## config.mk

```make
export PLATFORM = sky130hd
export DESIGN_NAME = fib_sync_resp
export DESIGN_NICKNAME = d
export VERILOG_FILES = /design/src/rtl/fib_sync_pkg.sv /design/src/rtl/fib_step.sv /design/src/rtl/fib_sync_resp.sv
export SDC_FILE = /design/constraint.sdc
export NUM_CORES = 1
export LEC_CHECK = 0
export ABC_CLOCK_PERIOD_IN_PS = 3700
export CAP_MARGIN = 0
export CORE_ASPECT_RATIO = 1.4
export CORE_MARGIN = 4
export CORE_UTILIZATION = 61
export CTS_CLUSTER_SIZE = 20
export DETAILED_ROUTE_END_ITERATION = 10
export PLACE_DENSITY_LB_ADDON = 0.08
export SKIP_LAST_GASP = 1
export SLEW_MARGIN = 40
export SYNTH_ARGS = -nofsm -noshare
export SYNTH_HDL_FRONTEND = slang
export SYNTH_HIERARCHICAL = 1
export SYNTH_SLANG_ARGS = --single-unit
```

## constraint.sdc

```tcl
create_clock -name clk -period 3.7 [get_ports clk]
set_input_delay 0.37 -clock clk [delete_from_list [all_inputs] [get_ports clk]]
set_output_delay 0.37 -clock clk [all_outputs]
set_load 0.05 [all_outputs]
```

## src/rtl/fib_sync_pkg.sv

```systemverilog
// Shared definitions for the sync-protocol Fibonacci responder.
// Holds the FSM state encodings and the default data/counter widths
// so the top, its step sub-module and any bench agree on them.
package fib_sync_pkg;

   // Default data width of in0/out0 and default iteration counter width
   localparam int FIB_N_DEFAULT  = 16;
   localparam int FIB_CW_DEFAULT = 16;

   // Responder FSM states
   localparam logic [1:0] ST_IDLE = 2'd0;
   localparam logic [1:0] ST_RUN  = 2'd1;
   localparam logic [1:0] ST_DONE = 2'd2;

endpackage

```

## src/rtl/fib_step.sv

```systemverilog
// One step of the Fibonacci recurrence with overflow tracking.
// Ports:
//   a, b       current pair (fib(k), fib(k+1)) modulo 2^N
//   oa, ob     sticky overflow flags belonging to a and b
//   a_next     next a (old b)
//   b_next     next b (a + b modulo 2^N)
//   oa_next    next oa (old ob)
//   ob_next    next ob (set when any earlier term or this sum overflowed)
module fib_step
#(
   parameter int N = 16
)
(
   input  logic [N-1:0] a,
   input  logic [N-1:0] b,
   input  logic         oa,
   input  logic         ob,
   output logic [N-1:0] a_next,
   output logic [N-1:0] b_next,
   output logic         oa_next,
   output logic         ob_next
);

   logic [N:0] sum;

   // The extra top bit of the sum is the carry out of the N-bit add;
   // once either term has overflowed every later term has too, so the
   // flag is carried forward along the recurrence.
   always_comb begin
      sum     = {1'b0, a} + {1'b0, b};
      a_next  = b;
      b_next  = sum[N-1:0];
      oa_next = ob;
      ob_next = oa | ob | sum[N];
   end

endmodule

```

## src/rtl/fib_sync_resp.sv

```systemverilog
// Responder end of the sync valid/ready stream: accepts an argument n
// and returns fib(n) modulo 2^N plus an overflow flag.
// Ports:
//   clk        rising-edge clock
//   reset      synchronous active-high reset
//   in_valid   in0 is valid this cycle
//   in_ready   block accepts in0 this cycle
//   in0        argument n, signed two's complement (n<0 treated as 0)
//   out_valid  out0/out1 hold a result
//   out_ready  consumer takes the result this cycle
//   out0       fib(n) mod 2^N
//   out1       overflow: the true fib(n) >= 2^N
module fib_sync_resp
   import fib_sync_pkg::*;
#(
   parameter int N  = FIB_N_DEFAULT,
   parameter int CW = FIB_CW_DEFAULT
)
(
   input  logic         clk,
   input  logic         reset,
   input  logic         in_valid,
   output logic         in_ready,
   input  logic [N-1:0] in0,
   output logic         out_valid,
   input  logic         out_ready,
   output logic [N-1:0] out0,
   output logic         out1
);

   logic [1:0]    state;
   logic [N-1:0]  a;
   logic [N-1:0]  b;
   logic          oa;
   logic          ob;
   logic [CW-1:0] cnt;

   logic [N-1:0]  a_next;
   logic [N-1:0]  b_next;
   logic          oa_next;
   logic          ob_next;
   logic          in_fire;

   fib_step #(.N(N)) u_step (
      .a       (a),
      .b       (b),
      .oa      (oa),
      .ob      (ob),
      .a_next  (a_next),
      .b_next  (b_next),
      .oa_next (oa_next),
      .ob_next (ob_next)
   );

   // Ready in IDLE, or in DONE when the current result is leaving on
   // this same edge; the combinational out_ready path gives back-to-back
   // turnaround without an idle bubble.
   always_comb begin
      in_ready  = (state == ST_IDLE) || ((state == ST_DONE) && out_ready);
      in_fire   = in_valid && in_ready;
      out_valid = (state == ST_DONE);
      out0      = out_valid ? a : '0;
      out1      = out_valid & oa;
   end

   // An accepted argument always reloads the recurrence and starts RUN,
   // whether it arrived from IDLE or alongside a DONE hand-off. Negative
   // arguments load a zero iteration count so the result stays fib(0).
   always_ff @(posedge clk) begin
      if (reset) begin
         state <= ST_IDLE;
         a     <= '0;
         b     <= '0;
         oa    <= 1'b0;
         ob    <= 1'b0;
         cnt   <= '0;
      end else if (in_fire) begin
         state <= ST_RUN;
         a     <= '0;
         b     <= N'(1);
         oa    <= 1'b0;
         ob    <= 1'b0;
         cnt   <= in0[N-1] ? '0 : CW'(in0);
      end else begin
         case (state)
            ST_RUN: begin
               if (cnt == '0) begin
                  state <= ST_DONE;
               end else begin
                  a   <= a_next;
                  b   <= b_next;
                  oa  <= oa_next;
                  ob  <= ob_next;
                  cnt <= cnt - CW'(1);
               end
            end
            ST_DONE: begin
               if (out_ready) begin
                  state <= ST_IDLE;
               end
            end
            ST_IDLE: begin
               state <= ST_IDLE;
            end
            default: begin
               state <= ST_IDLE;
            end
         endcase
      end
   end

endmodule

```

==> metrics.md, run 1 <==
| Metric | Value |
|---|---|
| Final Hold Fails | 0 |
| Grt ovf | 0 |
| Drt first-iter violations | 187 |
| Top post-synthesis cells by area | dfxtp_1, nand2_1, a21oi_1 |
| Final slew viol count | 0 |
| Max-cap violations | 0 |
| Clock-pin slew on the worst setup and hold paths | 100 ps |
| Fin crit period | 2630 ps |
| H-tree depth | 2 |
| Worst path required time | 3900 ps |
| Vias/cell | 6.11 |
| Post-CTS setup buffers | 0 |
| Distinct cells, synth | 60 |
| First-pass GRT wire length | 12.8 mm |
| Post-cts resize count | 0 |
| HPWL Detailed | 5.54 mm |
| Die span in x | 70.6 um |
| # nets final | 477 |
| Layout fillers | 458 |
| Period utilisation layout | 0.711 |
| Port Buf Inserts | 38 |
| Final setup TNS | 0 ps |
| Final setup margin | 1070 ps |
| DR WL/cell | 15.1 um |
| Post-synth top cells | nand2_1, a21oi_1, dfxtp_1 |
| Fmax | 0.380 GHz |
| Initial antenna violation count | 0 |
| Antenna viol nets, final | 0 |
| Placed cell count | approximately 500 |
| # setup viols final | 0 |
| Final std cells w/o fill | between 500 and 600 |
| Final Wtd Congestion | 0.969 |
| Vias | 3093 |
| Vias in the first global route | 2897 |
| TritonCTS clock tree | done |
| Layout cells sized above 1 | 0.0545 |
| Final Core Density | 0.709 |
| Cells after Synth | ~430 |
| CP arrival | 2830 ps |
| GR Util All Layers | 0.232 |
| Starting Density | 0.640 |
| Die height | around 96 um |
| Area of the core | 0.00524 sq mm |
| YS warnings | 6 |
| RSZ-0062 raised after global routing | false |
| Worst-Margin Slew | 708 ps |
| Rows | 31 |
| Synth area leader | dfxtp_1 |
| Hold Crit Class | register to register |
| CTS buffer count | 5 |
| Layout Skew | 9.36 ps |
| Clock root cell | clkbuf_8 |
| Io pins | 39 |
| Hold Buf Count CTS | 0 |
| DRT Wirelength | 7.62 mm |
| Place WS | 1070 ps |
| Die footprint | 0.00676 sq mm |
| Post-Syn Area per Cell | a little under 8 sq um |
| Layout area overhead | 10.8% |
| 1st-pass router iterations | 4 |
| Worst skew pair latency | 310 ps |
| Status | finished clean |
| Synth Net Count | 466 |
| EDFF count, synth | 0 |
| Top-count cell post-synth | nand2_1 |
| Primary FF master, synth | dfxtp_1 |
| Share of the synthesized area in the top cell type | 0.311 |
| Min Hold Slack | 473 ps |
| Worst VDD drop | 0.390 mV |
| CP Launch Type | register |
| FF+latch count, synth | 52 |
| Drt drc | 0 |
| WS Path Type | register to register |
| Cell Area, Synth | approximately 0.0034 sq mm |
| Clk sink count | 52 |
| Sequential fraction of the synthesis area | 0.311 |
| Inserted Diodes | 0 |
| Worst Path Max Fanout | 23 |
| Worst rel slew slack | 0.527 |
| Reg area | 0.00104 sq mm |
| Pin count of the biggest net entering global routing | 29 |
| Async S/R FF share, synth | 0 |
| CP Capture Type | register |
| Multi-input logic area | 0.00203 sq mm |
| PwrDens | 419 mW/mm^2 |
| CTS max path bufs | 2 |
| Leakage power | 1.41 nW |
## flip-flops by register name (all words and copies together), names as in the netlist
| name | cells |
|---|---|
| a | 16 |
| b | 16 |
| cnt | 16 |
| state | 2 |
| oa | 1 |
| ob | 1 |
## cell families (layout without fill, tap and decap cells)
kind of cell             count (synthesis)  count (layout)  share of synthesized area
AND/OR/NAND/NOR                        174             174                      0.258
AO/OA/AOI/OAI                          119             119                      0.234
flip-flops                              52              52                      0.311
buffers and inverters                   49              61                     0.0859
adder cells (fa/ha/maj)                 18              18                     0.0695
XOR/XNOR                                16              16                     0.0418
## per-layer routing
layer | vias up | routed length, um | GRT usage
met2 | 71 | 3960 | 0.420
met3 | 26 | 234 | 0.0334
met4 | 0 | 273 | 0.116
li1 | 1540 | - | -
met1 | 1456 | 3150 | 0.265
met5 | - | 0 | 0
## cell usage in the layout (no fill, tap or decap), types with 6 or more instances in the layout
cell type,instances
a21oi_1,58
buf_4,6
nor4_1,7
xnor2_1,8
nand2b_1,6
nand2_1,80
o211ai_1,6
o21ai_0,8
and2_1,18
clkdlybuf4s50_1,38
nor2_1,13
inv_1,8
xor2_1,8
clkbuf_8,6
or4_1,6
ha_1,17
nor3_1,8
dfxtp_1,52
nand3_1,10
## power breakdown
| part | total, W | switching, W | internal (W) |
|---|---|---|---|
| Combinational | 0.000548 | 0.000355 | 0.000193 |
| Sequential | 0.000658 | 0.0000553 | 0.000603 |
| Clock | 0.000347 | 0.000195 | 0.000152 |
## path summary, 6_finish.rpt
check | startpoint | to | slack, ps | cells after the start
max | cnt[0] | cnt[2] | 1070 | 8
min | b[14] | a[14] | 470 | 2
min reg2reg | b[14] | a[14] | 470 | 2
max reg2reg | cnt[0] | cnt[2] | 1070 | 8
## stage by stage
stage               total power (W)  instance area (sq um)
floorplan                   0.00110                   3350
global placement            0.00120                   3610
detailed placement          0.00121                   3610
CTS                         0.00155                   3710
global route                0.00165                   3710
finish                      0.00155                   3710
## worst max-delay path, cell delays in order, from the launching register on
cell,delay (ps)
dfxtp_1,340
inv_1,70
ha_1,190
or3b_1,440
or2_1,370
o21ai_4,550
a21o_1,250
inv_1,100
a32o_1,220
## layout make-up
type                            instances  area share
Clock buffer                            6      0.0223
Clock inverter                          2     0.00405
Inverter                                9     0.00910
Multi-Input combinational cell        327       0.547
Sequential cell                        52       0.281
Tap cell                               66      0.0223
Timing Repair Buffer                   44       0.115
Power figures use the tool's default switching activity.
==> run 2: changes to the inputs <==
--- a/config.mk
+++ b/config.mk
@@ -5,11 +5,11 @@
 export SDC_FILE = /design/constraint.sdc
 export NUM_CORES = 1
 export LEC_CHECK = 0
-export ABC_CLOCK_PERIOD_IN_PS = 3700
+export ABC_CLOCK_PERIOD_IN_PS = 2500
 export CAP_MARGIN = 0
 export CORE_ASPECT_RATIO = 1.4
 export CORE_MARGIN = 4
-export CORE_UTILIZATION = 61
+export CORE_UTILIZATION = 56
 export CTS_CLUSTER_SIZE = 20
 export DETAILED_ROUTE_END_ITERATION = 10
 export PLACE_DENSITY_LB_ADDON = 0.08
==> constraint.sdc (replaced) <==
create_clock -name clk -period 2.5 [get_ports clk]
set_input_delay 0.25 -clock clk [delete_from_list [all_inputs] [get_ports clk]]
set_output_delay 0.25 -clock clk [all_outputs]
set_load 0.05 [all_outputs]
==> metrics.md, run 2 (synthesized netlist as in run 1, its figures left out) <==
| Metric | Value |
|---|---|
| Vias/cell | 5.98 (-2.2%) |
| Max-cap violations | 0 (unchanged) |
| Die span in x | 73.4 um (+3.9%) |
| Vias | 3086 (-0.23%) |
| Layout Skew | 9.75 ps (+0.393 ps) |
| Worst R2R Start | a[0] |
| CTS buffer count | 5 (unchanged) |
| Layout fillers | 495 (+8.1%) |
| Layout area overhead | 17.5% |
| H-tree depth | 2 (unchanged) |
| Multi-input logic area | 0.00204 sq mm (+0.55%) |
| Rows | 33 (+6.5%) |
| Period utilisation layout | 0.948 (+0.238) |
| Grt ovf | 0 (unchanged) |
| Hold Buf Count CTS | 0 (unchanged) |
| Most common cell after layout, fill and taps aside | nand2_1 |
| Clock root cell | clkbuf_8 |
| CP Launch Type | register |
| First-pass GRT wire length | 12.9 mm (+0.48%) |
| Clock-pin slew on the worst setup and hold paths | 100 ps (about the same) |
| Clk sink count | 52 (unchanged) |
| Critical-path top delay cell | fa_2 |
| Hold Crit Class | register to register |
| WS Path Type | register to register |
| Worst Path Max Fanout | 4 (-83%) |
| Area of the core | 0.00582 sq mm (+11%) |
| Min-delay src | b[3] |
| Pin count of the biggest net entering global routing | 35 (+21%) |
| HPWL Detailed | 5.83 mm (+5.2%) |
| Final Hold Fails | 0 (unchanged) |
| DP Area | 0.00383 sq mm (+6.0%) |
| Leakage power | 1.53 nW (+8.5%) |
| # setup viols final | 0 (unchanged) |
| Most frequent cells in the layout | nand2_1, a21oi_1, dfxtp_1, clkdlybuf4s50_1, and2_1 |
| CP arrival | 2620 ps (-210 ps) |
| Initial antenna violation count | 0 (unchanged) |
| Final std cells w/o fill | 516 (+2.0%) |
| CP Capture Type | register |
| Post-CTS setup buffers | 0 (unchanged) |
| Critical Path, Cell by Cell | ha_1, fa_2, a21o_2, a31o_4, and3_4, a2111oi_4, xnor2_1, nand2_1, a21oi_1 |
| DR WL/cell | 15.2 um (+0.73%) |
| Worst path max stage delay | 360 ps (-190 ps) |
| Design area | 0.00394 sq mm (+6.1%) |
| Final Wtd Congestion | 0.903 (-6.8%) |
| # nets final | 483 (+1.3%) |
| Min Hold Slack | 476 ps (+2.45 ps) |
| Io pins | 39 (unchanged) |
| Final setup TNS | 0 ps (unchanged) |
| Buffers & Inverters on Critical Path | 0 (-2) |
| Vias in the first global route | 2926 (+1.0%) |
| Worst rel slew slack | 0.666 (+0.139) |
| Worst VDD drop | 0.497 mV (+27%) |
| Placed cell count | 508 (+2.0%) |
| Die height | 99.5 um (+4.0%) |
| Antenna viol nets, final | 0 (unchanged) |
| TritonCTS clock tree | done |
| PwrDens | 593 mW/mm^2 (+42%) |
| Port Buf Inserts | 38 (unchanged) |
| Drt drc | 0 (unchanged) |
| Fmax | 0.422 GHz (+11%) |
| Crit-path leading delay family | compound AO/OA/AOI/OAI gates |
| Layout cells sized above 1 | 0.112 (+0.0576) |
| Die footprint | 0.00730 sq mm (+8.0%) |
| Reg area | 0.00104 sq mm (unchanged) |
| DRT Wirelength | 7.82 mm (+2.7%) |
| RSZ-0062 raised after global routing | true |
| Starting Density | 0.576 (-0.0644) |
| GR Util All Layers | 0.218 (-0.0140) |
| Status | finished clean |
| Inserted Diodes | 0 (unchanged) |
| CTS max path bufs | 2 (unchanged) |
| Final slew viol count | 0 (unchanged) |
| CP Launch Point | a[0] |
| Largest regs | a: 16 flops, b: 16 flops, cnt: 16 flops |
| Worst-Margin Slew | 499 ps (-209 ps) |
| Drt first-iter violations | 154 (-18%) |
| Worst path required time | 2750 ps (-1150 ps) |
| 1st-pass router iterations | 4 (unchanged) |
| Worst skew pair latency | 310 ps (about the same) |
| Fin crit period | 2370 ps (-259 ps) |
run 2: metal layers:
layer,part of all wire,wire length (um),GRT usage
met5,0,0,0
met1,0.40,3160,0.233
met2,0.53,4130,0.409
met4,0.031,246,0.0879
met3,0.037,289,0.0344
run 2: power breakdown:
part | internal, W | total, W | switching, W
clock | 0.000202 | 0.000506 | 0.000304
sequential | 0.000893 | 0.000970 | 0.0000774
combinational | 0.000314 | 0.000858 | 0.000544
total | 0.00141 | 0.00233 | 0.000926
run 2: cell type report:
cell class                 count  area share
multi-input combinational    327       0.519
inverter                       9     0.00858
clock inverter                 3     0.00572
tap                           70      0.0222
timing repair buffer          50       0.163
sequential                    52       0.264
clock buffer                   5      0.0175
run 2: tightest hold or removal path, stage by stage (launching register included):
cell and delay [ps]:
dfxtp_1 340, nand2_1 60, a21oi_1 50
run 2: stage by stage:
| stage | worst slack [ps] | power, W | util |
|---|---|---|---|
| after floorplan | 224 | 0.00163 | - |
| after global placement | 119 | 0.00183 | 0.658 |
| after detailed placement | 88.5 | 0.00183 | 0.658 |
| after CTS | 44.0 | 0.00234 | 0.674 |
| after global routing | -8.33 | 0.00246 | 0.676 |
| final | 129 | 0.00233 | 0.676 |
run 2: timing repair:
action | 4_1_cts | 5_1_grt
resized for setup | 0 | 3
setup endpoints to repair | 0 | 3
endpoints found under the hold margin | 0 | 0
run 2: worst paths after layout:
| path | cells past startpoint | slack (ps) | endpoint |
|---|---|---|---|
| worst min-delay path | 2 | 480 | a[3] |
| worst max-delay path | 9 | 130 | b[12] |
| worst min register to register | 2 | 480 | a[3] |
| worst max register to register | 9 | 130 | b[12] |
==> run 3: changes to the inputs <==
--- a/config.mk
+++ b/config.mk
@@ -13,6 +13,7 @@
 export CTS_CLUSTER_SIZE = 20
 export DETAILED_ROUTE_END_ITERATION = 10
 export PLACE_DENSITY_LB_ADDON = 0.08
+export RECOVER_POWER = 25
 export SKIP_LAST_GASP = 1
 export SLEW_MARGIN = 40
 export SYNTH_ARGS = -nofsm -noshare
==> metrics.md, run 3 (synthesized netlist as in run 1, its figures left out) <==
| Metric | Value |
|---|---|
| Reg area | 0.00104 sq mm (unchanged) |
| Starting Density | 0.576 (unchanged) |
| Die footprint | 0.00730 sq mm (unchanged) |
| Worst skew pair latency | 310 ps (about the same) |
| Layout cells sized above 1 | 0.108 (-0.00448) |
| Final slew viol count | 0 (unchanged) |
| First-pass GRT wire length | 12.9 mm (unchanged) |
| Hold Crit Class | register to register |
| Io pins | 39 (unchanged) |
| Leakage power | 1.51 nW (-1.3%) |
| PwrDens | 592 mW/mm^2 (about the same) |
| Vias in the first global route | 2926 (unchanged) |
| GR Util All Layers | 0.218 (unchanged) |
| Die span in x | 73.4 um (unchanged) |
| Vias | 3067 (-0.62%) |
| Drt first-iter violations | 137 (-11%) |
| HPWL Detailed | 5.83 mm (unchanged) |
| RSZ-0062 raised after global routing | true |
| Grt ovf | 0 (unchanged) |
| Total power | 0.00233 W (-0.26%) |
| Clock-pin slew on the worst setup and hold paths | 100 ps (about the same) |
| Antenna viol nets, final | 0 (unchanged) |
| Multi-input logic area | 0.00204 sq mm (unchanged) |
| CP arrival | 2620 ps (about the same) |
| Worst Path Max Fanout | 4 (unchanged) |
| Port Buf Inserts | 38 (unchanged) |
| Worst path required time | 2750 ps (about the same) |
| Period utilisation layout | 0.949 (about the same) |
| Layout area overhead | 17.3% |
| CP Launch Type | register |
| CTS max path bufs | 2 (unchanged) |
| Fmax | 0.422 GHz (about the same) |
| Drt drc | 0 (unchanged) |
| Status | finished clean |
| # nets final | 483 (unchanged) |
| TritonCTS clock tree | done |
| Vias/cell | 5.94 (-0.62%) |
| H-tree depth | 2 (unchanged) |
| Pin count of the biggest net entering global routing | 35 (unchanged) |
| CP Capture Type | register |
| Largest regs | a: 16 flops, b: 16 flops, cnt: 16 flops |
| CTS buffer count | 5 (unchanged) |
| Worst-Margin Slew | 714 ps (+215 ps) |
| Max-cap violations | 0 (unchanged) |
| Layout fillers | 497 (+0.40%) |
| WS Path Type | register to register |
| Final Hold Fails | 0 (unchanged) |
| Worst rel slew slack | 0.524 (-0.141) |
| # setup viols final | 0 (unchanged) |
| Fin crit period | 2370 ps (+0.843 ps) |
| Area of the core | 0.00582 sq mm (unchanged) |
| DR WL/cell | 15.2 um (about the same) |
| Place WS | 88.5 ps (unchanged) |
| 1st-pass router iterations | 4 (unchanged) |
| Design area | 0.00393 sq mm (-0.19%) |
| Worst VDD drop | 0.498 mV (+0.38%) |
| Final Wtd Congestion | 0.903 (unchanged) |
| Clock root cell | clkbuf_8 |
| Inserted Diodes | 0 (unchanged) |
| DP Area | 0.00383 sq mm (unchanged) |
| Rows | 33 (unchanged) |
| Final setup margin | 128 ps (-0.843 ps) |
| Die height | 99.5 um (unchanged) |
| Hold Buf Count CTS | 0 (unchanged) |
| Most frequent cells in the layout | nand2_1, a21oi_1, dfxtp_1, clkdlybuf4s50_1 |
| Initial antenna violation count | 0 (unchanged) |
| Clk sink count | 52 (unchanged) |
| Post-CTS setup buffers | 0 (unchanged) |
| Layout Skew | 9.62 ps (-0.130 ps) |
| Most common cell after layout, fill and taps aside | nand2_1 |
| DRT Wirelength | 7.83 mm (about the same) |
==> run 3: area by class of cell <==
cell class,count,area share
Multi-Input combinational cell,327,0.520
Sequential cell,52,0.265
Timing Repair Buffer,50,0.161
Tap cell,70,0.0223
Clock buffer,5,0.0175
Inverter,9,0.00860
Clock inverter,3,0.00573
==> run 3: stage by stage <==
| stage | std cells | setup TNS, ps | hold WS [ps] | util |
|---|---|---|---|---|
| 5_1_grt | 516 | -11.9 | 490 | 0.675 |
| 2_1_floorplan | 428 | 0 | 386 | - |
| 4_1_cts | 516 | 0 | 476 | 0.674 |
| 6_report | 516 | 0 | 478 | 0.675 |
| 3_3_place_gp | 508 | 0 | 457 | 0.658 |
| 3_5_place_dp | 508 | 0 | 462 | 0.658 |
==> run 3: critical path, cell delays in order (launching register included) <==
cell and delay (ps):
dfxtp_1 340, ha_1 240, fa_2 360, a21o_2 240
a31o_4 260, and3_4 170, a2111oi_4 340, xnor2_1 160
nand2_1 60, a21oi_1 130
==> run 3: path summary, 6_finish.rpt <==
path / slack [ps] / from / depth (start not counted) / end
max: 130 / a[0] / 9 / b[12]
min: 480 / b[10] / 2 / a[10]
max reg2reg: 130 / a[0] / 9 / b[12]
min reg2reg: 480 / b[10] / 2 / a[10]
==> run 3: routing by layer <==
| layer | global-route usage | wire length (um) |
|---|---|---|
| met1 | 0.233 | 3170 |
| met2 | 0.409 | 4140 |
| met3 | 0.0344 | 269 |
| met4 | 0.0879 | 248 |
| met5 | 0 | 0 |
==> run 3: what timing repair did <==
action,4_1_cts,5_1_grt
endpoints found under the setup margin,0,3
endpoints found under the hold margin,0,0
resized for setup,0,3
==> run 3: where the power goes <==
group          leakage [nW]  total [W]  switching [W]  internal, W
Combinational          1.04   0.000851       0.000545     0.000306
Sequential            0.422   0.000970      0.0000771     0.000893
Clock                0.0485   0.000506       0.000305     0.000202
Total                  1.51    0.00233       0.000927      0.00140
